### src/rtl/stdout_uart_tx.sv
// stdout_uart_tx: renders each accepted 16-bit word as four hex digits plus LF on an 8N1 UART line
module stdout_uart_tx #(
  parameter int CLK_DIV = 868
) (
  input  logic        clk_i,
  input  logic        rst_ni,
  input  logic        val_i,
  input  logic [15:0] data_i,
  output logic        rdy_o,
  output logic        tx_o,
  output logic        busy_o
);
  localparam int CW = $clog2(CLK_DIV);
  typedef enum logic {IDLE, SEND} state_t;
  state_t state, state_n;
  logic [15:0] word, word_n;
  logic [CW-1:0] baud, baud_n;
  logic [3:0] bit_idx, bit_n;
  logic [2:0] char_idx, char_n;
  logic tx, tx_n;
  logic [3:0] nib;
  logic [7:0] chr;
  logic wrap;
  // current character byte and baud wrap strobe
  always_comb begin
    nib = char_idx == 3'd0 ? word[15:12] : char_idx == 3'd1 ? word[11:8] :
          char_idx == 3'd2 ? word[7:4] : word[3:0];
    chr = char_idx == 3'd4 ? 8'h0A : nib < 4'd10 ? 8'h30 + {4'h0, nib} : 8'h37 + {4'h0, nib};
    wrap = baud == CW'(CLK_DIV - 1);
  end
  // next state; tx_n is the level of the bit that begins on the next edge
  always_comb begin
    state_n = state;
    word_n = word;
    baud_n = baud;
    bit_n = bit_idx;
    char_n = char_idx;
    tx_n = tx;
    if (state == IDLE) begin
      if (val_i) begin
        state_n = SEND;
        word_n = data_i;
        baud_n = '0;
        bit_n = 4'd0;
        char_n = 3'd0;
        tx_n = 1'b0;
      end
    end else begin
      baud_n = wrap ? '0 : baud + 1'b1;
      if (wrap) begin
        if (bit_idx == 4'd9) begin
          bit_n = 4'd0;
          char_n = char_idx == 3'd4 ? 3'd0 : char_idx + 3'd1;
          state_n = char_idx == 3'd4 ? IDLE : SEND;
          tx_n = char_idx == 3'd4;
        end else begin
          bit_n = bit_idx + 4'd1;
          tx_n = bit_idx == 4'd8 ? 1'b1 : chr[bit_idx[2:0]];
        end
      end
    end
  end
  // state and output registers; reset truncates any line in flight
  always_ff @(posedge clk_i or negedge rst_ni) begin
    if (!rst_ni) begin
      state <= IDLE;
      word <= '0;
      baud <= '0;
      bit_idx <= 4'd0;
      char_idx <= 3'd0;
      tx <= 1'b1;
    end else begin
      state <= state_n;
      word <= word_n;
      baud <= baud_n;
      bit_idx <= bit_n;
      char_idx <= char_n;
      tx <= tx_n;
    end
  end
  assign rdy_o = state == IDLE;
  assign busy_o = state == SEND;
  assign tx_o = tx;
endmodule

### config.mk
export PLATFORM = sky130hd
export DESIGN_NAME = stdout_uart_tx
export DESIGN_NICKNAME = d
export VERILOG_FILES = /design/src/rtl/stdout_uart_tx.sv
export SDC_FILE = /design/constraint.sdc
export NUM_CORES = 1
export LEC_CHECK = 0
export ABC_AREA = 1
export CAP_MARGIN = 20
export CORE_ASPECT_RATIO = 0.5
export CORE_MARGIN = 2
export CORE_UTILIZATION = 50
export DETAILED_ROUTE_END_ITERATION = 7
export PLACE_DENSITY = 0.75
export RECOVER_POWER = 25
export SYNTH_ARGS = -nofsm -noshare
export SYNTH_HDL_FRONTEND = slang
export SYNTH_SLANG_ARGS = --single-unit
### constraint.sdc
create_clock -name clk_i -period 2 [get_ports clk_i]
set_input_delay 0.4 -clock clk_i [delete_from_list [all_inputs] [get_ports clk_i]]
set_output_delay 0.4 -clock clk_i [all_outputs]
set_load 0.01 [all_outputs]
== Word level (Yosys, flattened, before mapping) ==
Cells that the tools add are included.
Word-level totals
  bits in latches: 0
  output and inout port bits: 3
  word-level logic and storage cells: 56
  register bits after elaboration: 35
  ROM bits: 0
  memories kept: 0
  bits in writable memories: 0
  input port bits: 19
Cells by class
  divide/modulo/power cells: 0
  reduce and logical (&&, ||, !) cells: 5
  multipliers: 0
  eq/ne operators: 8
  add/sub/neg operators: 5
  shift-type cells: 0
  mux-type cells: 29
  $lt $le $gt $ge: 2
  bitwise gates (word level): 1
Operator list (count)
  $mux W10: 3
  $mux W4: 7
  $mux W3: 5
  $add A6 B4 Y7 const A: 2
  $mux W7: 2
  $mux W1: 11
  $add A10 B1 Y10 const B: 1
  $eq A10 B10 Y1 const B: 1
  $eq A4 B4 Y1 const B: 2
  $add A4 B1 Y4 const B: 1
  $lt A3 B4 Y1 const B: 1
  $lt A4 B4 Y1 const B: 1
  $ne A2 B1 Y1 const B: 2
  $reduce_and A2 Y1: 2
  $add A3 B1 Y3 const B: 1
  $bmux W1 S3: 1
  $eq A3 B1 Y1 const B: 1
  $eq A3 B2 Y1 const B: 1
  $eq A3 B3 Y1 const B: 1
  $logic_not A3 Y1: 1
  $reduce_and A3 Y1: 1
  $reduce_bool A2 Y1: 1
  $not A1 Y1: 1

== Depth between registers and ports, before layout ==
Gate-level depths: netlist of the first run.
  word-level depth: 13
  gate-level depth with buffers: 19
  gate-level depth less buffers: 19

== Worst setup path after synthesis of the first run ==
OpenSTA, ideal clock, no wires.
  kind: register to register
  start: register char_idx[0]
  end: register tx, in the netlist tx_o
  path slack: 0.051 ns
  arrival time: 1.889 ns
  buffers on the path: 0
  data required time: 1.940 ns
  stages on the path, launching flop included: 17
  path through: dfrtp_1 > inv_1 > ha_1 > nand2_1 > nand2_1 > nand3_1 > a21oi_1 > inv_1 > ha_1 > nand3b_1 > nand2_1 > nand2_1 > nand2_1 > a21oi_1 > nand2_1 > nand2_1 > nand2_1
Between the ends
  cells in the longest elaborated chain, start to end: 13
  elaborated cells between the ends (all ways): 18
RTL lines
  start, declared: RTL line 19  | logic [2:0] char_idx, char_n;
  start signal, assigned: RTL line 77  | char_idx <= char_n;
  $eq A3 B2 Y1: RTL line 27  | char_idx == 3'd2 ? word[7:4] : word[3:0];
  $mux W4: RTL line 27
  $mux W4 (2 in series): RTL line 26  | nib = char_idx == 3'd0 ? word[15:12] : char_idx == 3'd1 ? word[11:8] :
  $add A6 B4 Y7 / $lt A4 B4 Y1 (equally long branches): RTL line 28  | chr = char_idx == 3'd4 ? 8'h0A : nib < 4'd10 ? 8'h30 + {4'h0, nib} : 8'h37 + {4'h0, nib};
  $mux W7 (2 in series): RTL line 28
  $bmux W1 S3: RTL line 58  | tx_n = bit_idx == 4'd8 ? 1'b1 : chr[bit_idx[2:0]];
  $mux W1 (not written as such): RTL line 58
  $mux W1: RTL line 58
  $mux W1 *: RTL line 51  | if (bit_idx == 4'd9) begin
  $mux W1 *: RTL line 50  | if (wrap) begin
  $mux W1 *: RTL line 39  | if (state == IDLE) begin
  end signal, assigned: RTL line 78  | tx <= tx_n;
  end, declared: RTL line 20  | logic tx, tx_n;
Mark *: on every way between the ends. The rest lies on a longest branch, timed or not. The select of a mux whose other input is x is not followed.
A chain may end at the register's enable or synchronous reset.

== Worst setup path after layout of the first run ==
  start: register char_idx[1]
  end: register tx, in the netlist tx_o
Same word-level chain as after synthesis.

==> results by group, run 1 <==
Floorplanning
  – IO Pins: 22
  – Core area: ~3800 um^2
  – Die area: ~4500 um^2
  – Starting Density: a little over 50%
  – Die Span X: 92.6 um
  – Die height: between 40 and 50 um
  – # rows: 16

Logic synthesis
  – Unique masters post-synth: 32
  – Syn Nets: 264
  – Yosys warns: 0
  – Post-synthesis register bit count: 35
  – Mapped Area: between 1500 and 2000 um^2
  – Register area share after synthesis: 44.7%
  – Post-Syn Instances: 239
  – Average size of a mapped cell: 8.21 um^2

Flow run
  – Max_cap viols: 0

Placed design
  – Placed cell count: 327
  – RD Place Congestion: 0.796
  – Post-DP HPWL: 2920 um
  – Port Buffers: 21
  – Post-place setup slack: -0.150 ns

Pwr
  – Leakage: ~1.3 nW
  – Int Pwr: 0.00143 W
  – Peak VDD IR: roughly 0.00042 V
  – Clock share of power: between 20 and 25%
  – Pwr dens: 853 nW/um^2
  – Combinational Power Share: between 30% and 40%
  – Sw power: around 0.00076 W
  – Sequential share of power: between 40 and 50%
  – Sw frac: roughly 35%

STA
  – Relative slew slack: 42.3%
  – Worst Skew: around 0.004 ns
  – Final worst slack: -0.112 ns
  – Setup TNS: -0.112 ns
  – Fin crit period: between 2 and 2.5 ns
  – Final hold violations: 0
  – Final setup violation count: 1
  – Final period utilization: 106%
  – Final Slew Violations: 0
  – Worst slew pin tran: ~0.87 ns
  – Max Freq: 473 MHz
  – Min Hold Slack: between 0.4 and 0.5 ns
  – Unrepaired setup endpoints after global routing: yes

Setup path
  – Critical path, cell by cell: inv_2 > ha_4 > nand2_2 > nand2_1 > inv_1 > a21oi_2 > inv_2 > ha_4 > nand3b_1 > nand2_1 > nand2_1 > nand2_1 > a21oi_1 > nand2_1 > nand2_1 > nand2_1
  – Highest-delay cell along the critical path: dfrtp_1
  – Most frequent cell on the critical path: nand2_1
  – Worst EP arrival: about 2.3 ns
  – Startpoint Class: flop
  – CP Class: flop to flop
  – Delay-heaviest family, CP: simple AND/OR/NAND/NOR gates
  – Critical path fanouts, max: 6
  – Crit. End Element: flop
  – Worst path max stage delay: about 0.41 ns
  – Crit path required time: about 2.2 ns
  – Buf/Inv on CP: 3

Drt
  – Wire per inst: between 10 and 15 um
  – DR pass1 iterations: 4
  – Residual DRC count: 0
  – Initial DRC count: 127
  – Antenna Nets Post-Route: 0
  – Total number of vias: approximately 1800
  – Final wirelength: 4520 um
  – Vias/cell: about 5

Clock tree
  – CTS Buf Count: 5
  – Clk sinks: 35
  – H-tree Lvls: 2
  – Buffer depth of the longest clock path: 2
  – Root buffer cell: clkbuf_8
  – Worst-path clk slew: 0.07 ns
  – Worst-Skew Late Latency: roughly 0.28 ns
  – CTS tree: done

Status
  – Failing checks: negative setup slack
  – Outcome: complete, but fails checks

Hold path
  – Worst hold path class: flop to flop

Global route
  – GR Overflow Total: 0
  – Largest net degree at the start of global routing: 36
  – Antenna violations before repair: 0
  – Vias in the first global route: between 1500 and 2000
  – First-pass GRT wire length: approximately 6900 um
  – Total GRT Usage: between 20 and 25%

Finish
  – Share of layout cells above drive strength 1: a little under a quarter
  – Final-layout fill cell count: slightly above 300
  – Nets: 312
  – Area grow syn2layout: 30.5%
  – # diodes: 0
  – Layout Cells excl Fill: approximately 340
## power groups by stage
stage	Clock (W)	Combinational, W	Sequential [W]
finish	0.000496	0.000710	0.000979
global route	0.000530	0.000804	0.00100
CTS	0.000501	0.000662	0.000977
detailed placement	0	0.000613	0.000987
global placement	0	0.000588	0.000983
floorplan	0	0.000437	0.000962
## worst register-to-register path: stages (launching register included)
cell,delay [ns]
dfrtp_1,0.41
inv_2,0.12
ha_4,0.16
nand2_2,0.10
nand2_1,0.10
inv_1,0.06
a21oi_2,0.19
inv_2,0.08
ha_4,0.26
nand3b_1,0.12
nand2_1,0.07
nand2_1,0.05
nand2_1,0.05
a21oi_1,0.11
nand2_1,0.07
nand2_1,0.05
nand2_1,0.04
## placed cells by master (no fill, tap or decap)
master,count
a21oi_1,17
a21oi_2,1
a21oi_4,1
a22o_1,1
a22oi_2,1
a2bb2oi_1,1
a31oi_1,2
buf_4,22
clkbuf_1,3
clkbuf_2,1
clkbuf_8,5
clkdlybuf4s50_1,20
dfrtp_1,34
dfstp_2,1
dlygate4sd3_1,1
ha_1,2
ha_4,4
inv_1,29
inv_2,5
mux2_2,8
nand2_1,43
nand2_2,11
nand2_4,3
nand3_1,22
nand3_2,2
nand3b_1,1
nand4_1,2
nor2_1,23
nor3_1,3
nor3_4,1
nor4_1,2
nor4_2,1
o21ai_0,4
o22ai_1,5
o31ai_1,1
o32ai_1,1
xnor2_1,2
xor2_1,2
## stage by stage
stage / power [W] / util (%) / area (um^2)
finish: 0.00218 / 67.0 / 2560
global route: 0.00233 / 67.0 / 2560
CTS: 0.00214 / 65.7 / 2510
detailed placement: 0.00160 / 61.2 / 2340
global placement: 0.00157 / 61.2 / 2340
floorplan: 0.00140 / - / 1960
## state kept, by name, summed over array words and instances, names as in the netlist
name / cells
word: 16
baud: 10
bit_idx: 4
char_idx: 3
busy_o: 1
tx_o: 1
## synthesized netlist by cell type, drive strengths merged
cell type | instances | area, um^2
a21oi | 19 | 106
a22o | 1 | 8.76
a22oi | 1 | 12.5
a2bb2oi | 1 | 8.76
a31oi | 2 | 12.5
buf | 2 | 16.3
clkbuf | 1 | 3.75
dfrtp | 34 | 851
dfstp | 1 | 26.3
ha | 6 | 75.1
inv | 34 | 128
mux2 | 8 | 90.1
nand2 | 57 | 244
nand3 | 24 | 120
nand3b | 1 | 7.51
nand4 | 2 | 12.5
nor2 | 23 | 86.3
nor3 | 4 | 25.0
nor4 | 3 | 25.0
o21ai | 4 | 20.0
o22ai | 5 | 31.3
o31ai | 1 | 7.51
o32ai | 1 | 8.76
xnor2 | 2 | 17.5
xor2 | 2 | 17.5
## per-layer routing
layer	part of all wire, %	wire [um]	track usage (%)
met1	46	2080	25.3
met2	49	2200	37.7
met3	3.9	175	4.64
met4	1.5	70	3.58
met5	0	0	0
## path summary, 6_finish.rpt
kind / from / to / slack, ns / cells past startpoint
max: char_idx[1] / tx_o / -0.11 / 16
max in group asynchronous: rst_ni / word[4] / 0.70 / 2
min: tx_o / tx_o / 0.49 / 2
max reg2reg: char_idx[1] / tx_o / -0.11 / 16
min reg2reg: tx_o / tx_o / 0.49 / 2
min in group asynchronous: rst_ni / baud[5] / 0.75 / 2
## cells by family after synthesis
kind of cell,share of synthesized area [%]
multiplexers,4.59
adder cells (fa/ha/maj),3.83
AND/OR/NAND/NOR,26.5
buffers and inverters,7.53
flip-flops,44.7
AO/OA/AOI/OAI,11.0
XOR/XNOR,1.79
## repair_timing
action,in CTS,in global routing
gates cloned,0,0
buffers inserted,5,2
resized for setup,13,9
setup endpoints to repair,1,3
hold buffers,0,0
pin swaps,2,6
hold endpoints to repair,0,0
## final cells by class
type	count	area, um^2	area share [%]
Clock buffer	8	80.1	3.13
Inverter	34	128	4.99
Multi-Input combinational cell	167	1030	40.1
Sequential cell	35	877	34.3
Tap cell	54	67.6	2.64
Timing Repair Buffer	44	380	14.9
Power figures use the tool's default switching activity.
==> run 2: changes to the inputs <==
GPL_ROUTABILITY_DRIVEN = 0   (was unset)
==> results of run 2 <==
No change in the layout: final DEF, timing and power equal those of run 1.
